`config.mk`:
```
export PLATFORM = sky130hd
export DESIGN_NAME = lsu
export DESIGN_NICKNAME = d
export VERILOG_FILES = /design/src/rtl/lsu.sv
export SDC_FILE = /design/constraint.sdc
export NUM_CORES = 1
export LEC_CHECK = 0
export ABC_AREA = 0
export CORE_ASPECT_RATIO = 1.5
export CORE_MARGIN = 2
export CORE_UTILIZATION = 47
export CTS_CLUSTER_DIAMETER = 100
export DETAILED_ROUTE_END_ITERATION = 12
export PLACE_DENSITY = 0.91
export REMOVE_ABC_BUFFERS = 1
export SLEW_MARGIN = 40
export SYNTH_ARGS = -nofsm -noshare
export SYNTH_HDL_FRONTEND = slang
export SYNTH_SLANG_ARGS = --single-unit
```
`constraint.sdc`:
```
create_clock -name clk -period 7.87 [get_ports clk]
set_clock_uncertainty 0.1 [all_clocks]
set_input_delay 1.574 -clock clk [delete_from_list [all_inputs] [get_ports clk]]
set_output_delay 1.574 -clock clk [all_outputs]
set_load 0.02 [all_outputs]
```
`src/rtl/lsu.sv`:
```
// Load/store unit: single-outstanding requester for a byte-addressed data memory.
// Define LSU_MISALIGN_TRAP_EN to fault misaligned halfword/word accesses.
module lsu #(
  parameter int unsigned MEM_SIZE = 1024
) (
  input  logic        clk,
  input  logic        rst_n,
  input  logic        req_valid,
  output logic        req_ready,
  input  logic        req_store,
  input  logic [2:0]  req_op,
  input  logic [31:0] req_addr,
  input  logic [31:0] req_wdata,
  output logic        resp_valid,
  input  logic        resp_ready,
  output logic [31:0] resp_rdata,
  output logic        resp_fault,
  output logic [31:0] mem_rd_addr,
  input  logic [31:0] mem_rd_data,
  output logic [1:0]  mem_wr,
  output logic [31:0] mem_wr_addr,
  output logic [31:0] mem_wr_data
);

  // state | meaning
  // IDLE  | ready for a request
  // ISSUE | read address or sized write presented to memory
  // WAIT  | memory read data valid, captured into resp_rdata
  // RESP  | response held until resp_ready
  typedef enum logic [1:0] {IDLE, ISSUE, WAIT, RESP} state_t;

  state_t      state;
  logic        store_q;
  logic [2:0]  op_q;
  logic [2:0]  size;
  logic [32:0] end_addr;
  logic        illegal;
  logic        out_of_range;
  logic        misaligned;
  logic        fault;
  logic [31:0] load_ext;

  assign req_ready = (state == IDLE);

  always_comb begin
    case (req_op[1:0])
      2'b00:   size = 3'd1;
      2'b01:   size = 3'd2;
      default: size = 3'd4;
    endcase
    if (req_store) illegal = (req_op > 3'd2);
    else           illegal = (req_op == 3'b011) || (req_op[2:1] == 2'b11);
    // 33-bit sum so addresses near 2^32 cannot wrap into range
    end_addr     = {1'b0, req_addr} + {30'd0, size};
    out_of_range = (end_addr > 33'(MEM_SIZE));
    misaligned   = 1'b0;
`ifdef LSU_MISALIGN_TRAP_EN
    misaligned   = ((req_op[1:0] == 2'b01) && req_addr[0]) ||
                   ((req_op[1:0] == 2'b10) && (req_addr[1:0] != 2'b00));
`endif
    fault = illegal || out_of_range || misaligned;
  end

  always_comb begin
    load_ext = mem_rd_data;
    case (op_q)
      3'b000:  load_ext = {{24{mem_rd_data[7]}}, mem_rd_data[7:0]};
      3'b001:  load_ext = {{16{mem_rd_data[15]}}, mem_rd_data[15:0]};
      3'b100:  load_ext = {24'd0, mem_rd_data[7:0]};
      3'b101:  load_ext = {16'd0, mem_rd_data[15:0]};
      default: load_ext = mem_rd_data;
    endcase
  end

  always_ff @(posedge clk) begin
    if (!rst_n) begin
      state       <= IDLE;
      store_q     <= 1'b0;
      op_q        <= 3'd0;
      resp_valid  <= 1'b0;
      resp_fault  <= 1'b0;
      resp_rdata  <= 32'd0;
      mem_wr      <= 2'd0;
      mem_rd_addr <= 32'd0;
      mem_wr_addr <= 32'd0;
      mem_wr_data <= 32'd0;
    end else begin
      mem_wr <= 2'd0;
      case (state)
        IDLE: begin
          if (req_valid) begin
            store_q    <= req_store;
            op_q       <= req_op;
            resp_rdata <= 32'd0;
            resp_fault <= fault;
            if (fault) begin
              resp_valid <= 1'b1;
              state      <= RESP;
            end else begin
              state <= ISSUE;
              // memory-side registers load here so they are valid throughout ISSUE
              if (req_store) begin
                mem_wr      <= req_op[1:0] + 2'd1;
                mem_wr_addr <= req_addr;
                mem_wr_data <= req_wdata;
              end else begin
                mem_rd_addr <= req_addr;
              end
            end
          end
        end
        ISSUE: begin
          if (store_q) begin
            resp_valid <= 1'b1;
            state      <= RESP;
          end else begin
            state <= WAIT;
          end
        end
        WAIT: begin
          resp_rdata <= load_ext;
          resp_valid <= 1'b1;
          state      <= RESP;
        end
        RESP: begin
          if (resp_ready) begin
            resp_valid <= 1'b0;
            state      <= IDLE;
          end
        end
        default: state <= IDLE;
      endcase
    end
  end

endmodule

```
==> results.sh <==
export IMPL_die_height_um=141
export IMPL_cp_end_kind="flop"
export IMPL_die_area_um2=13500
export IMPL_seqPwrFrac_pct=38.9
export IMPL_cts_setup_buffers=0
export IMPL_finalHoldViolations=0
export IMPL_grt_first_pass_wirelength_um=28500
export IMPL_pwr_share_clk_pct=40.3
export IMPL_layout_drive_gt1_share_pct=6.07
export IMPL_powerDensity_nw_per_um2=225
export IMPL_ir_worst_vdd_mv=0.168
export IMPL_cts_tree="built"
export IMPL_ys_ff_latch=138
export IMPL_cts_buffer_depth=2
export IMPL_min_period_ns=5.80
export IMPL_antenna_left=0
export IMPL_dp_hpwl_um=12600
export IMPL_insertion_delay_ns=0.42
export IMPL_clock_sink_count=138
export IMPL_p_int_uw=1380
export IMPL_dr_first_iter_drc_count=325
export IMPL_cp_required_ns=8.09
export IMPL_cts_buffers_inserted=17
export IMPL_hold_slack_ns=0.348
export IMPL_fp_coreArea_um2=12400
export IMPL_io_pins=237
export IMPL_overflow=0
export IMPL_yosysTopAreaCellShare_pct=46.8
export IMPL_synth_top_area_cell="dfxtp_1"
export IMPL_vias=6026
export IMPL_finalCritPeriodShare_pct=73.7
export IMPL_critPathMaxFanout=33
export IMPL_numPortBuffers=236
export IMPL_finalSetupTns_ns=0
export IMPL_postCtsHoldBufs=0
export IMPL_antenna_found_initial=0
export IMPL_cts_resized=0
export IMPL_worst_pin_slew_ns=0.735
export IMPL_comb_power_share_pct=20.9
export IMPL_hp_start="resp_rdata[17]"
export IMPL_floorplan_initialDensity_pct=47.7
export IMPL_criticalPathCategory="input pin to flop"
export IMPL_grt_use_total_pct=26.9
export IMPL_avgSynthCellArea_um2=8.57
export IMPL_reg2reg_to="mem_wr_addr[15]"
export IMPL_synth_area_um2=5900
export IMPL_area_growth_pct=49.2
export IMPL_via_per_inst=5.67
export IMPL_p_total_uw=1980
export IMPL_netlist_instances=689
export IMPL_r2r_start="state[0]"
export IMPL_ys_types=55
export IMPL_cts_htree_levels=4
export IMPL_switching_power_uw=601
export IMPL_cts_root_buf="clkbuf_16"
export IMPL_worstHoldPathCells=2
export IMPL_reg2reg_depth=10
export IMPL_finalWeightedCongestion=0.902
export IMPL_maxCapViolCount=0
export IMPL_fp_row_count=50
export IMPL_wl_per_cell_um=17.5
export IMPL_synthTopCellsByArea="dfxtp_1 (47%), a21oi_1 (8.5%), nand3_1 (5.4%)"
export IMPL_async_reset_ff_share_pct=0
export IMPL_fmax_mhz=172
export IMPL_clk_pin_slew_worst_paths_ns=0.07
export IMPL_status="complete, no violations"
export IMPL_drc_errors=0
export IMPL_ys_flop_type="dfxtp_1"
export IMPL_start_kind="input pin"
export IMPL_swShare_pct=30.3
export IMPL_wl_um=18600
export IMPL_placedCellCount=1030
export IMPL_hold_path_class="flop to flop"
export IMPL_insertedDiodeCount=0
export IMPL_die_w_um=95.5
export IMPL_reg2reg_slack_ns=4.62
export IMPL_p_leak_uw=0.00325
export IMPL_rsz0062_at_grt="false"
export IMPL_grt_pass1_vias=5827
export IMPL_grt_max_degree=94
export IMPL_synth_seq_area_share_pct=46.8
export IMPL_drv_slew=0
export IMPL_drt_pass1_iter_count=5
export IMPL_final_cells=1062
export IMPL_hold_end="resp_rdata[17]"
export IMPL_design_area_um2=8810
export IMPL_arrival_ns=6.03
export IMPL_synth_edf_count=0
export IMPL_finalSetupViolCount=0
export IMPL_relSlewSlack_pct=51.0
export IMPL_nNetsFinal=1009
export IMPL_placed_area_um2=8220
export IMPL_yosysWarnings=0
==> registers in the layout, summed over array words and instances, names as in the netlist <==
name	cells
resp_fault	1
mem_wr_data	32
resp_valid	1
op_q	3
mem_wr_addr	32
state	2
store_q	1
mem_rd_addr	32
resp_rdata	32
mem_wr	2
==> layout by cell type (no fill, tap or decap), types with 6 or more instances in the layout <==
cell type | netlist | final
inv_6 | 0 | 6
or3_1 | 9 | 9
xor2_1 | 7 | 7
buf_4 | 0 | 7
a21oi_1 | 100 | 99
ha_1 | 11 | 11
clkdlybuf4s50_1 | 0 | 236
o21ai_1 | 47 | 47
dfxtp_1 | 138 | 138
and3_1 | 44 | 44
a22oi_1 | 9 | 9
nand3_1 | 64 | 64
o21ai_0 | 39 | 39
clkbuf_16 | 0 | 17
inv_1 | 13 | 12
nor2_1 | 29 | 28
nand4_1 | 9 | 9
nand2_1 | 39 | 39
==> cell families after synthesis <==
| group | synth area share [%] |
|---|---|
| AND/OR/NAND/NOR | 21.6 |
| XOR/XNOR | 1.78 |
| multiplexers | 0.848 |
| flip-flops | 46.8 |
| buffers and inverters | 6.30 |
| adder cells (fa/ha/maj) | 2.67 |
| AO/OA/AOI/OAI | 20.0 |
==> synthesized netlist by cell type, types with 7 or more instances <==
cell and count:
or3_1 9, a21oi_1 100, buf_6 12, xor2_1 7, nand2_1 39, nand3_1 64
and3_1 44, dfxtp_1 138, o21ai_0 39, a22oi_1 9, ha_1 11, o21ai_1 47
clkbuf_1 33, buf_2 9, nand4_1 9, inv_1 13, nor2_1 29
==> per-layer routing <==
metal	share of wire, %	wire length, um	vias up	track usage (%)
met3	7.5	1410	53	7.91
met1	38	7010	2843	28.8
met4	3.4	638	0	11.9
met5	0	0	-	0
met2	51	9560	251	48.0
li1	-	-	2879	-
==> power groups by stage <==
| stage | logic [uW] | registers, uW | clock network (uW) |
|---|---|---|---|
| after detailed placement | 404 | 785 | 0 |
| after floorplan | 167 | 824 | 0 |
| after global routing | 451 | 774 | 837 |
| after global placement | 400 | 783 | 0 |
| final | 414 | 769 | 797 |
| after CTS | 412 | 769 | 806 |
==> worst max-delay path by stage <==
stage	slack [ns]	depth (start not counted)	startpoint	endpoint
after floorplan	1.47	11	req_op[0]	mem_rd_addr[11]
after global placement	1.96	14	req_op[1]	mem_wr_addr[3]
after detailed placement	1.76	14	req_op[0]	mem_wr_data[24]
after CTS	2.11	14	req_op[1]	mem_wr_data[21]
after global routing	1.82	14	req_op[1]	mem_wr_data[21]
final	2.07	14	req_op[1]	mem_wr_data[21]
==> worst max-delay path: stages <==
cell and delay (ns):
clkdlybuf4s50_1 0.61, inv_1 0.11, ha_1 0.21, ha_1 0.21, fa_1 0.42, a21oi_1 0.47
or3b_2 0.28, o21a_1 0.13, a41oi_1 0.04, or4_4 0.55, nor3_4 0.58, buf_4 0.44
nand3_1 0.15, a21oi_1 0.24
==> cell type report <==
class                   count  area, um^2
fillers                   946        3580
inverters                  13        48.8
clock inverters            14         149
multi-input cells         479        2790
well taps                 156         195
flip-flops and latches    138        2760
repair buffers            244        2430
clock buffers              18         439
==> stage by stage <==
step | setup WS [ns] | utilization [%]
after floorplan | 1.47 | -
after global placement | 1.96 | 66.3
after detailed placement | 1.76 | 66.4
after CTS | 2.11 | 71.1
after global routing | 1.82 | 71.1
final | 2.07 | 71.1
Power figures use the tool's default switching activity.
